===== src/rtl/bicubic_coord_gen.sv =====
// Bicubic coordinate generator: walks the destination raster, maps each pixel to
// clamped 4-tap source neighbourhoods and Q0.8 power-of-fraction weight vectors.
module bicubic_coord_gen (
  input  logic        clk,
  input  logic        rst,
  input  logic        cfg_valid,
  input  logic [6:0]  src_w,
  input  logic [6:0]  src_h,
  input  logic [7:0]  dst_w,
  input  logic [7:0]  dst_h,
  input  logic [15:0] step_x,
  input  logic [15:0] step_y,
  output logic        busy,
  output logic        req_valid,
  input  logic        req_ready,
  output logic [27:0] nb_x,
  output logic [27:0] nb_y,
  output logic [31:0] xh,
  output logic [31:0] xv,
  output logic [7:0]  out_col,
  output logic [7:0]  out_row,
  output logic        frame_done
);

  typedef enum logic [1:0] {IDLE, POW, CUBE, ISSUE} state_t;

  state_t      state_reg;
  logic [6:0]  src_w_reg, src_h_reg;
  logic [7:0]  dst_w_reg, dst_h_reg;
  logic [15:0] step_x_reg, step_y_reg;
  logic [7:0]  col_reg, row_reg;
  logic [16:0] acc_x_reg, acc_y_reg;
  logic [7:0]  t2x_reg, t2y_reg;

  logic [8:0]  ix, iy;
  logic [7:0]  tx, ty;
  logic [15:0] sq_x, sq_y, cu_x, cu_y;
  logic [27:0] nbx_next, nby_next;
  logic        last_col, last_row;

  // Clamped neighbour index i-1+k; an integer part past the edge pins all taps to size-1.
  function automatic logic [6:0] clamp_idx(input logic [8:0] i, input logic [1:0] k,
                                           input logic [6:0] size);
    logic [9:0] ik;
    ik = {1'b0, i} + {8'b0, k};
    if (i >= {2'b0, size})
      return size - 7'd1;
    else if (ik == 10'd0)
      return 7'd0;
    else if (ik > {3'b0, size})
      return size - 7'd1;
    else
      return 7'(ik - 10'd1);
  endfunction

  function automatic logic [16:0] sat_add(input logic [16:0] a, input logic [15:0] b);
    logic [17:0] s;
    s = {1'b0, a} + {2'b0, b};
    return s[17] ? 17'h1FFFF : s[16:0];
  endfunction

  assign ix = acc_x_reg[16:8];
  assign iy = acc_y_reg[16:8];
  assign tx = acc_x_reg[7:0];
  assign ty = acc_y_reg[7:0];

  // Rounded Q0.8 products; the largest value (255*255+128) still fits 16 bits.
  assign sq_x = 16'(tx) * 16'(tx) + 16'd128;
  assign sq_y = 16'(ty) * 16'(ty) + 16'd128;
  assign cu_x = 16'(t2x_reg) * 16'(tx) + 16'd128;
  assign cu_y = 16'(t2y_reg) * 16'(ty) + 16'd128;

  genvar gi;
  generate
    for (gi = 0; gi < 4; gi++) begin : g_nb
      assign nbx_next[gi*7 +: 7] = clamp_idx(ix, 2'(gi), src_w_reg);
      assign nby_next[gi*7 +: 7] = clamp_idx(iy, 2'(gi), src_h_reg);
    end
  endgenerate

  assign last_col = (col_reg == dst_w_reg - 8'd1);
  assign last_row = (row_reg == dst_h_reg - 8'd1);

  always_ff @(posedge clk) begin
    if (rst) begin
      state_reg  <= IDLE;
      src_w_reg  <= '0;
      src_h_reg  <= '0;
      dst_w_reg  <= '0;
      dst_h_reg  <= '0;
      step_x_reg <= '0;
      step_y_reg <= '0;
      col_reg    <= '0;
      row_reg    <= '0;
      acc_x_reg  <= '0;
      acc_y_reg  <= '0;
      t2x_reg    <= '0;
      t2y_reg    <= '0;
      busy       <= 1'b0;
      req_valid  <= 1'b0;
      frame_done <= 1'b0;
      nb_x       <= '0;
      nb_y       <= '0;
      xh         <= '0;
      xv         <= '0;
      out_col    <= '0;
      out_row    <= '0;
    end else begin
      frame_done <= 1'b0;
      case (state_reg)
        IDLE: begin
          if (cfg_valid) begin
            src_w_reg  <= src_w;
            src_h_reg  <= src_h;
            dst_w_reg  <= dst_w;
            dst_h_reg  <= dst_h;
            step_x_reg <= step_x;
            step_y_reg <= step_y;
            col_reg    <= '0;
            row_reg    <= '0;
            acc_x_reg  <= '0;
            acc_y_reg  <= '0;
            busy       <= 1'b1;
            state_reg  <= POW;
          end
        end
        POW: begin
          t2x_reg   <= sq_x[15:8];
          t2y_reg   <= sq_y[15:8];
          state_reg <= CUBE;
        end
        CUBE: begin
          xh        <= {8'hFF, tx, t2x_reg, cu_x[15:8]};
          xv        <= {8'hFF, ty, t2y_reg, cu_y[15:8]};
          nb_x      <= nbx_next;
          nb_y      <= nby_next;
          out_col   <= col_reg;
          out_row   <= row_reg;
          req_valid <= 1'b1;
          state_reg <= ISSUE;
        end
        ISSUE: begin
          // Everything presented stays frozen until the engine takes it.
          if (req_ready) begin
            req_valid <= 1'b0;
            if (last_col) begin
              col_reg   <= '0;
              acc_x_reg <= '0;
              if (last_row) begin
                busy       <= 1'b0;
                frame_done <= 1'b1;
                state_reg  <= IDLE;
              end else begin
                row_reg   <= row_reg + 8'd1;
                acc_y_reg <= sat_add(acc_y_reg, step_y_reg);
                state_reg <= POW;
              end
            end else begin
              col_reg   <= col_reg + 8'd1;
              acc_x_reg <= sat_add(acc_x_reg, step_x_reg);
              state_reg <= POW;
            end
          end
        end
        default: state_reg <= IDLE;
      endcase
    end
  end

endmodule


===== config.mk =====
export PLATFORM = sky130hd
export DESIGN_NAME = bicubic_coord_gen
export DESIGN_NICKNAME = d
export VERILOG_FILES = /design/src/rtl/bicubic_coord_gen.sv
export SDC_FILE = /design/constraint.sdc
export NUM_CORES = 1
export LEC_CHECK = 0
export ABC_AREA = 0
export BUFFER_PORTS_ARGS = -buffer_cell sky130_fd_sc_hd__buf_2
export CORE_MARGIN = 2
export CORE_UTILIZATION = 60
export DETAILED_ROUTE_END_ITERATION = 12
export HOLD_SLACK_MARGIN = 0.06
export PLACE_DENSITY = 0.81
export SYNTH_ARGS = -nofsm -noshare
export SYNTH_HDL_FRONTEND = slang
export SYNTH_SLANG_ARGS = --single-unit

===== constraint.sdc =====
create_clock -name clk -period 6.9 [get_ports clk]
set_input_delay 1.035 -clock clk [delete_from_list [all_inputs] [get_ports clk]]
set_output_delay 1.035 -clock clk [all_outputs]
set_load 0.01 [all_outputs]

# Word level (Yosys, flattened, before mapping)

Index checks and enable logic that the tools add are counted.
Widths: inputs -> output; s select.

Memories kept: 0
RAM bits: 0
Input bits: 66
ROM bits: 0
Output and inout port bits: 139
Latch bits: 0
Logic and storage cells: 148
Register bits: 255

Add/subtract/negate cells: 26
Order comparisons: 10
Div/mod/pow operators: 0
Shift-type cells: 0
Multiply operators: 4
Equality and inequality tests: 10
Bitwise logic cells: 3
Muxes and demuxes: 55
Reductions and logical operators: 18

Operators with widths:

| cell                  | number |
|---|---|
| $mux 7                | 24 |
| $mux 17               | 8 |
| $logic_not 10->1      | 8 |
| $sub 7x1->7 const B   | 10 |
| $pmux 17 s2           | 2 |
| $add 16x8->16 const B | 4 |
| $mul 8x8->16          | 4 |
| $gt 10x7->1           | 6 |
| $mux 8                | 6 |
| $add 9x2->10 const B  | 4 |
| $add 17x16->18        | 2 |
| $pmux 8 s2            | 2 |
| $add 9x1->10 const B  | 2 |
| $ge 9x7->1            | 2 |
| $gt 9x7->1            | 2 |
| $add 8x1->8 const B   | 2 |
| $eq 8x8->1            | 2 |
| $sub 8x1->8 const B   | 2 |
| $ne 2x2->1 const B    | 5 |
| $reduce_and 5->1      | 2 |
| $pmux 2 s4            | 1 |
| $mux 1                | 7 |
| $mux 2                | 3 |
| $reduce_and 2->1      | 3 |
| other kinds (8)       | 13 |

# Longest topological paths before layout

Gate-level depths: netlist of run 1.

Word-level depth: 6
Depth in mapped cells: 19
Mapped depth without buffers: 18

# Worst setup path after synthesis of run 1

OpenSTA, ideal clock, no wires.

Path kind: reg2reg
From: reg acc_x_reg[2]
To: reg xh[7]
Cell stages (with the launch flop): 20
Buffers on the path: 2
Setup time: 86 ps
Data required time: 6814 ps
Clock period less this slack: 4839 ps
Arrival time: 4753 ps
Slack: 2061 ps
Cell sequence: dfxtp_1 -> clkbuf_1 -> clkbuf_1 -> nand2_1 -> fa_1 -> inv_1 -> fa_1 -> inv_1 -> fa_1 -> fa_1 -> inv_1 -> ha_1 -> a21oi_1 -> o21ai_0 -> a2111oi_0 -> nor3_1 -> o32ai_1 -> o21bai_1 -> xnor2_1 -> a211oi_1

Cells in the longest elaborated chain, start to end: 2

RTL lines:

| what                     | line | RTL |
|---|---|---|
| start: declaration       | 32   | `logic [16:0] acc_x_reg, acc_y_reg;` |
| start signal: assignment | 160  | `acc_x_reg <= sat_add(acc_x_reg, step_x_reg);` |
| $mul 8x8->16             | 70   | `assign cu_x = 16'(t2x_reg) * 16'(tx) + 16'd128;` |
| $add 16x8->16            | 70   |  |
| end signal: assignment   | 133  | `xh <= {8'hFF, tx, t2x_reg, cu_x[15:8]};` |
| end: declaration         | 18   | `output logic [31:0] xh,` |

No other way between the ends.
A chain may end at the register's enable or synchronous reset.

# Worst setup path in the final report of run 1

From: reg acc_x_reg[4]
To: reg xh[7]

The elaborated chain is that of the path after synthesis.

==> impl_metrics.env, run 1 <==
export IMPL_status="completed"
export IMPL_async_flop_share=0
export IMPL_maxUsedRoutingLayer="met5"
export IMPL_tns_ns=0
export IMPL_area_growth_pct=9.93
export IMPL_power_total_mw=5.63
export IMPL_finClkSkew_ns=0.0139
export IMPL_synthDistinctLibCells=76
export IMPL_clockRootBuffer="clkbuf_16"
export IMPL_synth_xor_area_frac=0.0610
export IMPL_maxCapViolations=0
export IMPL_avgSynthCellArea_um2=8.33
export IMPL_grt_pass1_wl_mm=90.6
export IMPL_cts_tree="built"
export IMPL_initialDrtViolationCount=976
export IMPL_htree_levels=1
export IMPL_rsz0062_at_grt="no"
export IMPL_fp_coreArea_mm2=0.0355
export IMPL_synthAdderAreaFrac=0.251
export IMPL_synthFlopType="dfxtp_1"
export IMPL_startpoint_type="register"
export IMPL_grtUsageTotal=0.289
export IMPL_drt_total_wl_mm=55.1
export IMPL_wirelength_met1_mm=23.7
export IMPL_synth_seq_cells=254
export IMPL_synth_compound_area_frac=0.137
export IMPL_met2WireLength_mm=26.5
export IMPL_firstDrtPassIters=7
export IMPL_wire_per_inst_um=17.4
export IMPL_clockBufferDepth=3
export IMPL_synthTopCellsByArea="dfxtp_1 24%, ha_1 14%, fa_1 11%"
export IMPL_final_cells=3171
export IMPL_dieHeight_um=194
export IMPL_setup_viol=0
export IMPL_layout_commonest_cell="nand2_1"
export IMPL_drc=0
export IMPL_ff_latch_area_mm2=0.00508
export IMPL_vias_per_cell=5.81
export IMPL_critPathKind="reg2reg"
export IMPL_grt_pass1_vias=18300
export IMPL_setup_ws_ns=1.52
export IMPL_worstPathMaxFanout=20
export IMPL_fmax_mhz=186
export IMPL_hold_class="reg2reg"
export IMPL_io_pins=205
export IMPL_min_period_ns=5.38
export IMPL_antenna_found_initial=1
export IMPL_clk_latency_ns=0.58
export IMPL_path_cells="nand2_1, fa_1, inv_1, fa_1, inv_1, fa_1, fa_1, inv_1, ha_1, a21oi_1, o21ai_0, a2111oi_0, nor3_1, o32ai_1, o21bai_1, xnor2_1, a211oi_1"
export IMPL_worst_path_largest_cell_delay_ns=0.78
export IMPL_dp_cells=3115
export IMPL_cts_buffers_inserted=30
export IMPL_gr_total_overflow=0
export IMPL_fillers=2988
export IMPL_hold_viol=0
export IMPL_fp_dieArea_mm2=0.0374
export IMPL_relSlewSlack=0.306
export IMPL_postCtsSetupBuffers=0
export IMPL_place_gp_congestion=0.930
export IMPL_die_w_um=194
export IMPL_ir_drop_mv=0.281
export IMPL_grt_max_degree=86
export IMPL_start_util=0.607
export IMPL_syn_num_nets=3013
export IMPL_crit_slowest_cell="dfxtp_1"
export IMPL_yosys_area_top_type="dfxtp_1"
export IMPL_cpMostUsedCell="fa_1"
export IMPL_synth_edf_count=0
export IMPL_reg_top3="nb_x (28), nb_y (28), xh (25)"
export IMPL_cts_sinks=254
export IMPL_numPortBuffers=204
export IMPL_p_per_area_mw_per_mm2=238
export IMPL_synth_top_family_by_area="adder cells"
export IMPL_dp_slack_ns=1.60
export IMPL_tightest_slew_ns=1.03
export IMPL_ctsHoldBuffers=0
export IMPL_routed_wl_met3_mm=2.97
export IMPL_endpoint_kind="register"
export IMPL_drive_gt1_frac=0.120
export IMPL_vias=18400
export IMPL_postCtsResizedCells=0
export IMPL_slew_violations=0
export IMPL_cts_clk_slew_worst_paths_ns=0.06
export IMPL_required_ns=7.39
export IMPL_dp_final_hpwl_mm=41.6
export IMPL_cp_arrival_ns=5.87
export IMPL_synth_area_mux_share=0.0531
export IMPL_ant_nets=0
export IMPL_diodes=0
export IMPL_yosysSeqAreaShare=0.236
export IMPL_finalCritPeriodShare=0.780
export IMPL_yosysTopAreaCellShare=0.236
export IMPL_synthSimpleGateAreaFrac=0.192
export IMPL_multi_input_comb_area_mm2=0.0150
export IMPL_power_leakage_nw=11.5
export IMPL_layout_nets=3113
export IMPL_rows=69
export IMPL_yosysWarnings=0
export IMPL_syn_inst=2586
export IMPL_synth_area_mm2=0.0215
export IMPL_final_cell_mix="262 x nand2_1, 254 x dfxtp_1, 242 x ha_1, 235 x inv_1, 219 x nor2_1"
[logic make-up (layout without fill, tap and decap cells)]
family	after synthesis	in the layout
simple gates	864	864
compound gates	461	461
xor+xnor	150	150
buf+inv	384	508
fa+ha+maj	361	361
flops	254	254
mux	112	112
[cells in the mapped netlist, drive strengths merged, types with 6 or more instances]
master     n
o21ai     89
ha       243
nand3b     7
nor3      64
mux2i     94
nand2b    26
o2bb2ai   15
o221ai     6
and3      22
nor4       6
a21oi    180
o211ai     6
a21o      37
xnor2     94
o22ai      7
clkbuf   111
dfxtp    254
buf       38
nand4     16
or3        9
xor2      56
inv      235
o221a     12
o211a     11
o21bai    11
and2     126
mux2      18
a31oi      8
nand3     51
nor2     220
nand2    263
a211oi    20
fa       118
o21a      17
or2       11
nor3b      7
nor2b     13
[layer usage]
metal,track usage,vias to the layer above
li1,-,8885
met1,0.370,8857
met2,0.497,546
met3,0.0378,118
met4,0.109,2
met5,0,-
[metrics by stage]
stage	utilization	instance area [um^2]	hold WS, ns
after floorplan	-	21500	0.441
after global placement	0.638	22600	0.455
after detailed placement	0.638	22600	0.457
after CTS	0.668	23700	0.465
after global routing	0.668	23700	0.482
final	0.668	23700	0.461
[critical path, delay by kind of cell (launching register included)]
family | cells | cell delay, ns
adders and majority gates | 5 | 2.16
DFF | 1 | 0.78
and+or+nand+nor | 2 | 0.36
buffers and inverters | 3 | 0.22
AOI/OAI and AO/OA | 6 | 1.64
xor gates and xnor gates | 1 | 0.14
[cell type report]
cell class / count / share of cell area
Clock buffer: 43 / 0.0380
Clock inverter: 13 / 0.00629
Inverter: 235 / 0.0372
Multi-Input combinational cell: 1948 / 0.632
Sequential cell: 254 / 0.215
Tap cell: 461 / 0.0243
Timing Repair Buffer: 217 / 0.0475
[path summary, 6_finish.rpt]
check                 start              to  slack (ns)  depth (start not counted)
min          step_x_reg[11]  step_x_reg[11]        0.46                          2
max reg2reg    acc_x_reg[4]           xh[7]        1.52                         17
max            acc_x_reg[4]           xh[7]        1.52                         17
min reg2reg  step_x_reg[11]  step_x_reg[11]        0.46                          2
[power by group]
part           switching (mW)  internal (mW)
clock                   0.659           1.01
combinational            1.30          0.790
sequential              0.193           1.67
Power figures use the tool's default switching activity.
==> inputs of run 2 (changes only) <==
--- a/config.mk
+++ b/config.mk
@@ -8,10 +8,10 @@
 export ABC_AREA = 0
 export BUFFER_PORTS_ARGS = -buffer_cell sky130_fd_sc_hd__buf_2
 export CORE_MARGIN = 2
-export CORE_UTILIZATION = 60
+export CORE_UTILIZATION = 56
 export DETAILED_ROUTE_END_ITERATION = 12
 export HOLD_SLACK_MARGIN = 0.06
-export PLACE_DENSITY = 0.81
+export PLACE_DENSITY = 0.79
 export SYNTH_ARGS = -nofsm -noshare
 export SYNTH_HDL_FRONTEND = slang
 export SYNTH_SLANG_ARGS = --single-unit
==> constraint.sdc (replaced) <==
create_clock -name clk -period 4.7 [get_ports clk]
set_input_delay 0.705 -clock clk [delete_from_list [all_inputs] [get_ports clk]]
set_output_delay 0.705 -clock clk [all_outputs]
set_load 0.01 [all_outputs]
==> impl_metrics.env, run 2 (synthesized netlist as in run 1, its figures left out) <==
export IMPL_status="completed"
export IMPL_setup_viol=0
export IMPL_firstDrtPassIters=5
export IMPL_ant_nets=0
export IMPL_numPortBuffers=204
export IMPL_fp_coreArea_mm2=0.0378
export IMPL_dieHeight_um=200
export IMPL_startpoint_type="register"
export IMPL_area_growth_pct=13.1
export IMPL_pwr_share_clk=0.311
export IMPL_drive_gt1_frac=0.150
export IMPL_cts_buffers_inserted=31
export IMPL_relSlewSlack=0.202
export IMPL_final_cell_mix="262 x nand2_1, 242 x ha_1, 238 x dfxtp_1, 235 x inv_1, 219 x nor2_1"
export IMPL_seqPwrFrac=0.321
export IMPL_endpoint_kind="register"
export IMPL_rr_startpoint="t2x_reg[1]"
export IMPL_r2r_end="xh[6]"
export IMPL_worst_path_largest_cell_delay_ns=0.56
export IMPL_crit_slowest_cell="fa_1"
export IMPL_cts_clk_slew_worst_paths_ns=0.06
export IMPL_hold_viol=0
export IMPL_antenna_found_initial=2
export IMPL_vias=18800
export IMPL_io_pins=205
export IMPL_sw_frac_of_total=0.381
export IMPL_maxCapViolations=0
export IMPL_critPathKind="reg2reg"
export IMPL_finClkSkew_ns=0.0146
export IMPL_rows=71
export IMPL_clockRootBuffer="clkbuf_16"
export IMPL_layout_commonest_cell="nand2_1"
export IMPL_p_int_mw=5.28
export IMPL_setup_ws_ns=0.213
export IMPL_initialDrtViolationCount=1175
export IMPL_reg_top3="nb_x (28), nb_y (28), xh (25)"
export IMPL_required_ns=5.21
export IMPL_cts_sinks=254
export IMPL_ir_drop_mv=0.346
export IMPL_dp_slack_ns=-0.0942
export IMPL_dp_final_hpwl_mm=44.0
export IMPL_cpMostUsedCell="fa_1"
export IMPL_hold_start="step_x[4]"
export IMPL_tightest_slew_ns=1.18
export IMPL_tns_ns=0
export IMPL_grtUsageTotal=0.284
export IMPL_layout_nets=3172
export IMPL_worstPathMaxFanout=8
export IMPL_drt_total_wl_mm=58.0
export IMPL_vias_per_cell=5.73
export IMPL_power_leakage_nw=11.8
export IMPL_rrSetupSlack_ns=0.21
export IMPL_wire_per_inst_um=17.7
export IMPL_combPwrFrac=0.368
export IMPL_r2r_cells=17
export IMPL_cp_arrival_ns=5.00
export IMPL_path_cells="buf_4, and2_1, fa_1, fa_1, fa_1, inv_1, fa_1, inv_1, ha_1, or3_1, o21ai_2, nor3_2, o32ai_2, buf_4, xnor2_1, mux2i_1, nor2_1"
export IMPL_start_util=0.571
export IMPL_drc=0
export IMPL_finalCritPeriodShare=0.955
export IMPL_crit_end="xh[6]"
export IMPL_slew_violations=0
export IMPL_hold_class="in2reg"
export IMPL_grt_max_degree=88
export IMPL_ctsHoldBuffers=0
export IMPL_grt_pass1_vias=18900
export IMPL_p_per_area_mw_per_mm2=350
export IMPL_fin_area_mm2=0.0244
export IMPL_p_sw_mw=3.24
export IMPL_clockBufferDepth=3
export IMPL_fmax_mhz=223
export IMPL_die_w_um=200
export IMPL_min_period_ns=4.49
export IMPL_placed_cell_area_mm2=0.0231
export IMPL_htree_levels=1
export IMPL_clk_latency_ns=0.59
export IMPL_fp_dieArea_mm2=0.0401
export IMPL_place_gp_congestion=0.929
export IMPL_crit_start="t2x_reg[1]"
export IMPL_grt_pass1_wl_mm=95.0
export IMPL_fillers=3202
export IMPL_cts_tree="built"
export IMPL_gr_total_overflow=0
[run 2: cell count changes in the layout (fill, tap and decap cells not counted), sizes merged]
cell,delta
buf,+58
bufinv,+4
clkbuf,-8
clkinv,+1
clkinvlp,+2
diode,+1
inv,+1
[run 2: worst min path at each step]
stage                                 to  depth (start not counted)
after global routing      step_x_reg[12]                          3
final                      step_x_reg[4]                          3
after CTS                   src_w_reg[1]                          3
after global placement     step_x_reg[7]                          2
after floorplan            step_x_reg[0]                          2
after detailed placement   step_x_reg[7]                          2
[run 2: repair_timing]
item                       in CTS  in global routing
resized for setup               2                 35
setup endpoints to repair       3                 17
pin swaps                       0                 10
setup buffers                   0                  0
[run 2: routing by layer]
layer | up-vias | global-route usage | share of wire
met3 | 114 | 0.0371 | 0.054
met5 | - | 0 | 0.00019
met4 | 2 | 0.0930 | 0.031
met1 | 9103 | 0.370 | 0.44
met2 | 569 | 0.486 | 0.48
li1 | 9009 | - | -
[run 2: power groups by stage]
stage	registers (mW)	logic, mW	clock network (mW)
2_1_floorplan	2.77	2.15	0
3_3_place_gp	2.77	3.02	0
3_5_place_dp	2.78	3.08	0
4_1_cts	2.74	3.11	2.69
5_1_grt	2.77	3.42	2.78
6_report	2.74	3.14	2.65
[run 2: critical path: cells and delay by family, from the launching register on]
family	cells	cell delay, ns
xor gates and xnor gates	1	0.12
AOI/OAI and AO/OA	2	0.33
DFF	1	0.31
muxes	1	0.10
and+or+nand+nor	4	0.74
buffers and inverters	4	0.41
adders and majority gates	5	2.38
[run 2: area by class of cell]
class                      instances  area, um^2  share of cell area
clock buffer                      35         821              0.0337
multi-input combinational       1948       15100               0.617
antenna                            1        2.50            0.000103
inverter                         235         882              0.0362
sequential                       254        5110               0.210
tap                              511         639              0.0262
clock inverter                    21         309              0.0127
timing repair buffer             275        1560              0.0641
[run 2: stage by stage]
step | power, mW | hold WS [ns] | utilization | instances
floorplan | 4.92 | 0.441 | - | 2586
global placement | 5.79 | 0.455 | 0.613 | 3223
detailed placement | 5.86 | 0.456 | 0.613 | 3223
CTS | 8.53 | 0.326 | 0.643 | 3279
global route | 8.96 | 0.340 | 0.646 | 3280
finish | 8.52 | 0.352 | 0.646 | 3280
